**src/rtl/multicycle_control.sv**
```systemverilog
// Main control FSM of the multicycle MIPS core: sequences ALU, unified memory, PC and register file.
// Latency: R/imm 4 cycles, lw 5, sw 4, beq/bne 3, j 3; outputs are decoded from the current state.
// Backpressure: FETCH, MEM_READ and MEM_WRITE hold until mem_ready_i; optional MULTICYCLE_PERF_CNT_EN adds counters.
module multicycle_control #(
   parameter int CNT_WIDTH = 32
) (
   input  logic       clk,
   input  logic       reset,
   input  logic [5:0] opcode_i,
   input  logic       zero_i,
   input  logic       mem_ready_i,
   output logic       pc_write_o,
   output logic       ir_write_o,
   output logic       mem_read_o,
   output logic       mem_write_o,
   output logic       i_or_d_o,
   output logic       reg_write_o,
   output logic       reg_dst_o,
   output logic       mem_to_reg_o,
   output logic       alu_src_a_o,
   output logic [1:0] alu_src_b_o,
   output logic [2:0] alu_op_o,
   output logic [1:0] pc_src_o,
   output logic       halted_o,
   output logic [3:0] state_o
`ifdef MULTICYCLE_PERF_CNT_EN
   ,
   output logic [CNT_WIDTH-1:0] cycle_count_o,
   output logic [CNT_WIDTH-1:0] instr_count_o
`endif
);

   typedef enum logic [3:0] {
      S_IDLE      = 4'd0,
      S_FETCH     = 4'd1,
      S_DECODE    = 4'd2,
      S_MEM_ADDR  = 4'd3,
      S_MEM_READ  = 4'd4,
      S_MEM_WB    = 4'd5,
      S_MEM_WRITE = 4'd6,
      S_EXECUTE   = 4'd7,
      S_ALU_WB    = 4'd8,
      S_BRANCH    = 4'd9,
      S_IMM_EXEC  = 4'd10,
      S_IMM_WB    = 4'd11,
      S_JUMP      = 4'd12,
      S_HALT      = 4'd13
   } state_t;

   localparam logic [5:0] OP_R    = 6'b000000;
   localparam logic [5:0] OP_J    = 6'b000010;
   localparam logic [5:0] OP_BEQ  = 6'b000100;
   localparam logic [5:0] OP_BNE  = 6'b000101;
   localparam logic [5:0] OP_ADDI = 6'b001000;
   localparam logic [5:0] OP_ANDI = 6'b001100;
   localparam logic [5:0] OP_ORI  = 6'b001101;
   localparam logic [5:0] OP_LUI  = 6'b001111;
   localparam logic [5:0] OP_LW   = 6'b100011;
   localparam logic [5:0] OP_SW   = 6'b101011;

   localparam logic [2:0] ALU_RTYPE = 3'b111;
   localparam logic [2:0] ALU_ADDI  = 3'b100;
   localparam logic [2:0] ALU_LUI   = 3'b001;
   localparam logic [2:0] ALU_ORI   = 3'b010;
   localparam logic [2:0] ALU_ANDI  = 3'b011;
   localparam logic [2:0] ALU_ADD   = 3'b101;
   localparam logic [2:0] ALU_SUB   = 3'b110;

   state_t     state;
   state_t     state_nxt;
   logic [5:0] opc_q;

   // State register; reset forces IDLE so every decoded output drops at once.
   always_ff @(posedge clk or negedge reset) begin
      if (!reset) begin
         state <= S_IDLE;
      end else begin
         state <= state_nxt;
      end
   end

   // Opcode is latched in DECODE so later steps ignore IR/opcode bus changes.
   always_ff @(posedge clk or negedge reset) begin
      if (!reset) begin
         opc_q <= 6'd0;
      end else if (state == S_DECODE) begin
         opc_q <= opcode_i;
      end
   end

   // Next-state logic: DECODE dispatches on the live opcode, later states on the latched copy.
   always_comb begin
      state_nxt = state;
      case (state)
         S_IDLE:      state_nxt = S_FETCH;
         S_FETCH:     if (mem_ready_i) state_nxt = S_DECODE;
         S_DECODE: begin
            case (opcode_i)
               OP_LW, OP_SW:                    state_nxt = S_MEM_ADDR;
               OP_R:                            state_nxt = S_EXECUTE;
               OP_BEQ, OP_BNE:                  state_nxt = S_BRANCH;
               OP_J:                            state_nxt = S_JUMP;
               OP_ADDI, OP_ANDI, OP_ORI, OP_LUI: state_nxt = S_IMM_EXEC;
               default:                         state_nxt = S_HALT;
            endcase
         end
         S_MEM_ADDR:  state_nxt = (opc_q == OP_LW) ? S_MEM_READ : S_MEM_WRITE;
         S_MEM_READ:  if (mem_ready_i) state_nxt = S_MEM_WB;
         S_MEM_WB:    state_nxt = S_FETCH;
         S_MEM_WRITE: if (mem_ready_i) state_nxt = S_FETCH;
         S_EXECUTE:   state_nxt = S_ALU_WB;
         S_ALU_WB:    state_nxt = S_FETCH;
         S_BRANCH:    state_nxt = S_FETCH;
         S_IMM_EXEC:  state_nxt = S_IMM_WB;
         S_IMM_WB:    state_nxt = S_FETCH;
         S_JUMP:      state_nxt = S_FETCH;
         S_HALT:      state_nxt = S_HALT;
         default:     state_nxt = S_IDLE;
      endcase
   end

   // Output decode from state; only FETCH write enables and the branch PC write look at inputs.
   always_comb begin
      pc_write_o   = 1'b0;
      ir_write_o   = 1'b0;
      mem_read_o   = 1'b0;
      mem_write_o  = 1'b0;
      i_or_d_o     = 1'b0;
      reg_write_o  = 1'b0;
      reg_dst_o    = 1'b0;
      mem_to_reg_o = 1'b0;
      alu_src_a_o  = 1'b0;
      alu_src_b_o  = 2'b00;
      alu_op_o     = ALU_ADD;
      pc_src_o     = 2'b00;
      halted_o     = 1'b0;
      state_o      = state;
      case (state)
         S_IDLE: begin
            alu_op_o = 3'b000;
         end
         S_FETCH: begin
            // PC+4 is computed while the instruction is read; both land when memory answers.
            mem_read_o  = 1'b1;
            alu_src_b_o = 2'b01;
            ir_write_o  = mem_ready_i;
            pc_write_o  = mem_ready_i;
         end
         S_DECODE: begin
            // Speculative branch target into ALUOut.
            alu_src_b_o = 2'b11;
         end
         S_MEM_ADDR: begin
            alu_src_a_o = 1'b1;
            alu_src_b_o = 2'b10;
         end
         S_MEM_READ: begin
            mem_read_o = 1'b1;
            i_or_d_o   = 1'b1;
         end
         S_MEM_WB: begin
            reg_write_o  = 1'b1;
            mem_to_reg_o = 1'b1;
         end
         S_MEM_WRITE: begin
            mem_write_o = 1'b1;
            i_or_d_o    = 1'b1;
         end
         S_EXECUTE: begin
            alu_src_a_o = 1'b1;
            alu_op_o    = ALU_RTYPE;
         end
         S_ALU_WB: begin
            reg_write_o = 1'b1;
            reg_dst_o   = 1'b1;
         end
         S_BRANCH: begin
            alu_src_a_o = 1'b1;
            alu_op_o    = ALU_SUB;
            pc_src_o    = 2'b01;
            pc_write_o  = ((opc_q == OP_BEQ) && zero_i) ||
                          ((opc_q == OP_BNE) && !zero_i);
         end
         S_IMM_EXEC: begin
            alu_src_a_o = 1'b1;
            alu_src_b_o = 2'b10;
            case (opc_q)
               OP_ADDI: alu_op_o = ALU_ADDI;
               OP_ANDI: alu_op_o = ALU_ANDI;
               OP_ORI:  alu_op_o = ALU_ORI;
               OP_LUI:  alu_op_o = ALU_LUI;
               default: alu_op_o = ALU_ADD;
            endcase
         end
         S_IMM_WB: begin
            reg_write_o = 1'b1;
         end
         S_JUMP: begin
            pc_src_o   = 2'b10;
            pc_write_o = 1'b1;
         end
         S_HALT: begin
            alu_op_o = 3'b000;
            halted_o = 1'b1;
         end
         default: begin
         end
      endcase
   end

`ifdef MULTICYCLE_PERF_CNT_EN
   localparam logic [CNT_WIDTH-1:0] CNT_ONE = {{(CNT_WIDTH-1){1'b0}}, 1'b1};

   logic [CNT_WIDTH-1:0] cycle_cnt_q;
   logic [CNT_WIDTH-1:0] instr_cnt_q;
   logic                 instr_done;

   // An instruction retires on any write-back/terminal step handing control back to FETCH.
   always_comb begin
      instr_done = 1'b0;
      if (state_nxt == S_FETCH) begin
         instr_done = (state == S_MEM_WB)  || (state == S_MEM_WRITE) ||
                      (state == S_ALU_WB)  || (state == S_BRANCH)    ||
                      (state == S_IMM_WB)  || (state == S_JUMP);
      end
   end

   // Free-running wrap-around counters of busy cycles and retired instructions.
   always_ff @(posedge clk or negedge reset) begin
      if (!reset) begin
         cycle_cnt_q <= '0;
         instr_cnt_q <= '0;
      end else begin
         if ((state != S_IDLE) && (state != S_HALT)) begin
            cycle_cnt_q <= cycle_cnt_q + CNT_ONE;
         end
         if (instr_done) begin
            instr_cnt_q <= instr_cnt_q + CNT_ONE;
         end
      end
   end

   assign cycle_count_o = cycle_cnt_q;
   assign instr_count_o = instr_cnt_q;
`else
   // Counters absent; the width parameter is only sanity-checked here.
   if (CNT_WIDTH < 1) begin : g_bad_cnt_width
   end
`endif

endmodule

```
**config.mk**
```make
export PLATFORM = sky130hd
export DESIGN_NAME = multicycle_control
export DESIGN_NICKNAME = d
export VERILOG_FILES = /design/src/rtl/multicycle_control.sv
export SDC_FILE = /design/constraint.sdc
export NUM_CORES = 1
export LEC_CHECK = 0
export CORE_AREA = 3 3 52 54
export CTS_BUF_LIST = sky130_fd_sc_hd__clkbuf_2
export DETAILED_ROUTE_END_ITERATION = 16
export DIE_AREA = 0 0 55 57
export HOLD_SLACK_MARGIN = 0.15
export PLACE_DENSITY = 0.7
export SYNTH_ARGS = -nofsm -noshare
export SYNTH_HDL_FRONTEND = slang
export SYNTH_SLANG_ARGS = --single-unit
```
**constraint.sdc**
```tcl
create_clock -name clk -period 2.4 [get_ports clk]
set_clock_uncertainty 0.15 [all_clocks]
set_input_delay 0.36 -clock clk [delete_from_list [all_inputs] [get_ports clk]]
set_output_delay 0.36 -clock clk [all_outputs]
set_load 0.02 [all_outputs]
```
Word-level counts from Yosys, hierarchy flattened
Cells that the tools add are included.
W data, S select, Z words.
Operators by class
  add/subtract/negate cells: 0
  $mul: 0
  div/mod/pow operators: 0
  $lt $le $gt $ge: 0
  equality and inequality tests: 32
  shifts and indexed selects: 0
  muxes and demuxes: 20
  bitwise operators: 0
  reductions and logical operators: 17
Operators by type and width (count)
  $eq A6 B4 Y1 const B: 8
  $pmux W4 S9: 1
  $eq A4 B4 Y1 const B: 6
  $eq A6 B3 Y1 const B: 4
  $pmux W3 S4: 2
  $pmux W4 S5: 1
  $eq A6 B6 Y1 const B: 3
  $eq A4 B3 Y1 const B: 4
  $mux W4: 3
  $reduce_or A2 Y1: 6
  $mux W1: 9
  $eq A4 B2 Y1 const B: 2
  $reduce_or A4 Y1: 2
  $eq A6 B2 Y1 const B: 1
  $logic_not A6 Y1: 1
  $ne A2 B2 Y1 const B: 3
  $pmux W2 S3: 1
  $reduce_or A6 Y1: 1
  $eq A4 B1 Y1 const B: 1
  $logic_not A4 Y1: 1
  $pmux W2 S2: 1
  $pmux W1 S3: 1
  $reduce_and A3 Y1: 1
  $reduce_or A3 Y1: 1
  4 further kinds: 5
Word-level totals
  bits in registers: 10
  bits in latches: 0
  memory bits (writable): 0
  bits in read-only memories: 0
  bits of input ports: 10
  output and inout port bits: 21
  word-level logic and storage cells: 71
  memories kept: 0

Logic depth before layout (Yosys ltp)
Gate-level depths: netlist of run 1.
  depth in word-level cells: 4
  gate-level depth with buffers: 6
  mapped depth without buffers: 4

Least setup slack after synthesis of run 1
OpenSTA, ideal clock, no wires.
  path type: register to output
  start: register state[3], in the netlist state_o[3]
  end: output port pc_write_o
  arrival: 1499 ps
  data required time: 1890 ps
  setup slack: 391 ps
  stages on the path, launching flop included: 7
  path buffers: 2
  cell sequence: dfrtp_1 clkbuf_2 buf_4 nand2_1 nor2_1 a31oi_1 o21ai_0
Between the ends
  longest elaborated chain between the ends: 2
  elaborated cells on any way between the ends: 4
  classes of those cells: eq/ne: 3; mux: 1
Ends and longest elaborated chain
  start: declaration: RTL line 69  | state_t state;
  start signal: assignment: RTL line 78  | state <= state_nxt;
  $eq A4 B4 Y1 / $eq A4 B1 Y1 (equally long branches): RTL line 138  | case (state)
  $pmux W1 S3 (*): RTL line 138
  end: declaration: RTL line 12  | output logic pc_write_o,
Mark *: on every way between the ends. The rest lies on a longest branch, timed or not.

Worst setup path after layout of run 1
  start: register state[0], in the netlist state_o[0]
  end: output port reg_dst_o
Between the ends
  longest elaborated chain between the ends: 2
Ends and longest elaborated chain
  $eq A4 B4 Y1: RTL line 138
  $mux W1: RTL line 138
  end: declaration: RTL line 18  | output logic reg_dst_o,
Every way passes these cells.

==> metrics.md, run 1 <==
| Metric | Value |
|---|---|
| Layout Area Growth over Synthesis | `37.3%` |
| Slew Limit Fails | `0` |
| Time the final worst path needs with I/O delays and setup | `2300 ps` |
| Wire length of the first global-routing pass | `3860 um` |
| Mapped Nets | `125` |
| Sw Share | `48.7%` |
| Total number of vias | `964` |
| CTS max path bufs | `2` |
| Switching Power | `0.766 mW` |
| Highest net fanout along the worst path | `11` |
| Library cells used by synthesis | `39` |
| Initial antenna violation count | `0` |
| Highest-count cells in the layout ignoring fill and taps | `sky130_fd_sc_hd__clkdlybuf4s50_1 (22), sky130_fd_sc_hd__nor2_1 (12), sky130_fd_sc_hd__dfrtp_1 (9)` |
| Setup repair after global routing missed its margin | `false` |
| Fraction of layout instances using a drive strength above 1 | `14.3%` |
| Area of the core | `2250 um^2` |
| Number of setup violations in the final report | `0` |
| Number of instances in the synthesized netlist | `115` |
| Fill cell total of the finished layout | `253` |
| Clk pwr share | `5.9%` |
| Utilization of the core after routing | `55.9%` |
| Max transition margin | `71.0%` |
| Leading register cell type out of synthesis | `sky130_fd_sc_hd__dfrtp_1` |
| Ys async rst share | `100%` |
| Area enclosed by the die boundary | `3140 um^2` |
| Number of cells after detailed placement | `171` |
| Comb pwr share | `71.1%` |
| Highest achievable clock rate | `435 MHz` |
| # IOs | `31` |
| Critical path required time | `1890 ps` |
| TritonCTS clock tree | `done` |
| Actual transition at the worst max-transition pin | `434 ps` |
| Number of nets at the end of the flow | `158` |
| Root cell of the clock tree | `sky130_fd_sc_hd__clkbuf_2` |
| Weighted congestion at the end of routability-driven global placement | `0.811` |
| DRC violation total after the first TritonRoute iteration | `18` |
| Met3 WL post-DR | `134 um` |
| Clk Latency, worst-skew pair | `240 ps` |
| Starting Density | `40.7%` |
| Path type of the worst min-delay path | `in2async` |
| Drt first pass iters | `4` |
| Number of cells on the worst reg-to-reg path | `3` |
| Clock transition time at the flip-flop clock pins of the worst setup and hold paths | `100 ps` |
| Endpoint type of the worst setup path | `output pin` |
| Number of warnings issued by yosys | `0` |
| Total Routed Length | `2330 um` |
| Internal power | `0.806 mW` |
| Total of flip-flops plus latches after synthesis | `10` |
| H-tree levels | `1` |
| Total Neg Setup Slack | `0 ps` |
| Placed wire-length estimate | `1850 um` |
| Post-CTS setup buffers | `0` |
| GRT Residual Overflow | `0` |
| Total power per unit cell area | `1250 nW/um^2` |
| Total power | `1.57 mW` |
| Cts bufs inserted | `3` |
| Most common library cell in the layout ignoring fill and taps | `sky130_fd_sc_hd__clkdlybuf4s50_1` |
| Launching element type of the critical path | `flip-flop` |
| Combined area of all synthesized cells | `918 um^2` |
| IO buf count | `30` |
| Number of global-route vias before repair | `832` |
| Combined area of the multi-input logic cells | `594 um^2` |
| Total DRC errors in the routed layout | `0` |
| Via density per instance | `5.51` |
| Die width | `55 um` |
| VDD IR max | `0.569 mV` |
| Metal-1 WL | `1140 um` |
| DR WL met2 | `1050 um` |
| Arr. time, crit path | `1790 ps` |
| Type of the worst setup path | `reg2out` |
| Die boundary height | `57 um` |
| Count of maximum capacitance violations | `0` |
| Avg Inst Size Synth | `7.99 um^2` |
| FF/Latch Area | `251 um^2` |
| Leak pwr | `0.501 nW` |
| Final Hold Fails | `0` |
| Status | `completed` |
| Routed wire per std cell | `13.3 um` |
| Count of antenna-violating nets left after detailed routing | `0` |
| Post-CTS Hold Fix Bufs | `0` |
| Largest net degree at the start of global routing | `14` |
| Worst Setup Slack post-DPL | `19.2 ps` |
| Post-synthesis sequential area ratio | `27.2%` |
| Post-CTS Resized | `8` |
| Number of sinks driven by the clock tree | `10` |
| Share of the clock period used by the worst path | `95.7%` |
| Total track usage | `16.1%` |
| EDFF count, synth | `0` |
| Non-filler instance count after layout | `175` |
| Antenna cell count | `0` |
| Number of rows created at floorplan | `17` |
| Reg power frac | `23.0%` |
| Highest signal layer in the routed design | `met4` |
| Worst path setup slack after routing | `104 ps` |
per-layer routing:
layer / global-route usage, % / up-vias
met1: 23.3 / 439
met4: 5.21 / 0
met3: 2.35 / 2
li1: - / 493
met5: 0 / -
met2: 24.3 / 30
power by group through the flow:
stage	Sequential [mW]	Combinational (mW)	Clock (mW)
final	0.362	1.12	0.0925
after floorplan	0.364	0.738	0
after detailed placement	0.363	1.16	0
after CTS	0.361	1.12	0.0963
after global routing	0.375	1.23	0.105
after global placement	0.359	1.15	0
state kept, by name, indices dropped and copies added, names as in the netlist:
register,count
opc_q,6
state_o,4
kinds of logic after synthesis:
kind of cell              synth area share [%]
AOI/OAI and AO/OA                         21.3
xor gates and xnor gates                  3.82
buffers and inverters                     8.04
DFF                                       27.2
muxes                                     6.13
and+or+nand+nor                           33.5
final cells by class:
cell class / count / area share (%)
Tap cell: 28 / 2.78
Clock inverter: 1 / 0.298
Sequential cell: 10 / 19.9
Timing Repair Buffer: 38 / 28.1
Clock buffer: 3 / 1.19
Multi-Input combinational cell: 93 / 47.1
Inverter: 2 / 0.595
through the flow:
stage | instance area (um^2) | hold slack, ps
2_1_floorplan | 918 | -85.6
5_1_grt | 1260 | 278
4_1_cts | 1260 | 265
3_3_place_gp | 1250 | 391
3_5_place_dp | 1250 | 402
6_report | 1260 | 260
final timing paths:
check                      slack [ps]         end  startpoint
setup / recovery                  100   reg_dst_o  state_o[0]
hold / removal                    260  state_o[2]       reset
setup reg to reg                  730    opc_q[2]  state_o[3]
hold reg to reg                   420    opc_q[5]    opc_q[5]
max in group asynchronous        1520  state_o[2]       reset
min in group clk                  420    opc_q[5]    opc_q[5]
worst max-delay path, cell delays in order, from the launching register on:
cell,delay (ps)
sky130_fd_sc_hd__dfrtp_1,380
sky130_fd_sc_hd__buf_4,170
sky130_fd_sc_hd__buf_4,180
sky130_fd_sc_hd__nor3_1,180
sky130_fd_sc_hd__clkdlybuf4s50_1,630
Yosys cell counts (all sizes together) (3+ instances only):
cell type	n	area share [%]
a21oi	5	2.7
and3	3	2.0
buf	9	6.7
dfrtp	10	27
mux2	5	6.1
nand2	7	2.9
nand2b	4	3.0
nand3	4	2.2
nand3b	3	2.5
nor2	12	4.9
nor2b	4	2.7
nor3	8	5.6
o211ai	4	3.3
o21ai	3	1.6
o22ai	5	3.4
xnor2	3	2.9
Note: power is estimated with default switching activity, not from simulation.
==> run 2, diff against run 1 <==
--- a/config.mk
+++ b/config.mk
@@ -7,10 +7,12 @@
 export LEC_CHECK = 0
 export CORE_AREA = 3 3 52 54
 export CTS_BUF_LIST = sky130_fd_sc_hd__clkbuf_2
+export CTS_CLUSTER_DIAMETER = 60
 export DETAILED_ROUTE_END_ITERATION = 16
 export DIE_AREA = 0 0 55 57
 export HOLD_SLACK_MARGIN = 0.15
 export PLACE_DENSITY = 0.7
+export SLEW_MARGIN = 20
 export SYNTH_ARGS = -nofsm -noshare
 export SYNTH_HDL_FRONTEND = slang
 export SYNTH_SLANG_ARGS = --single-unit
==> results of run 2 <==
No change in the layout: final DEF, timing and power equal those of run 1.
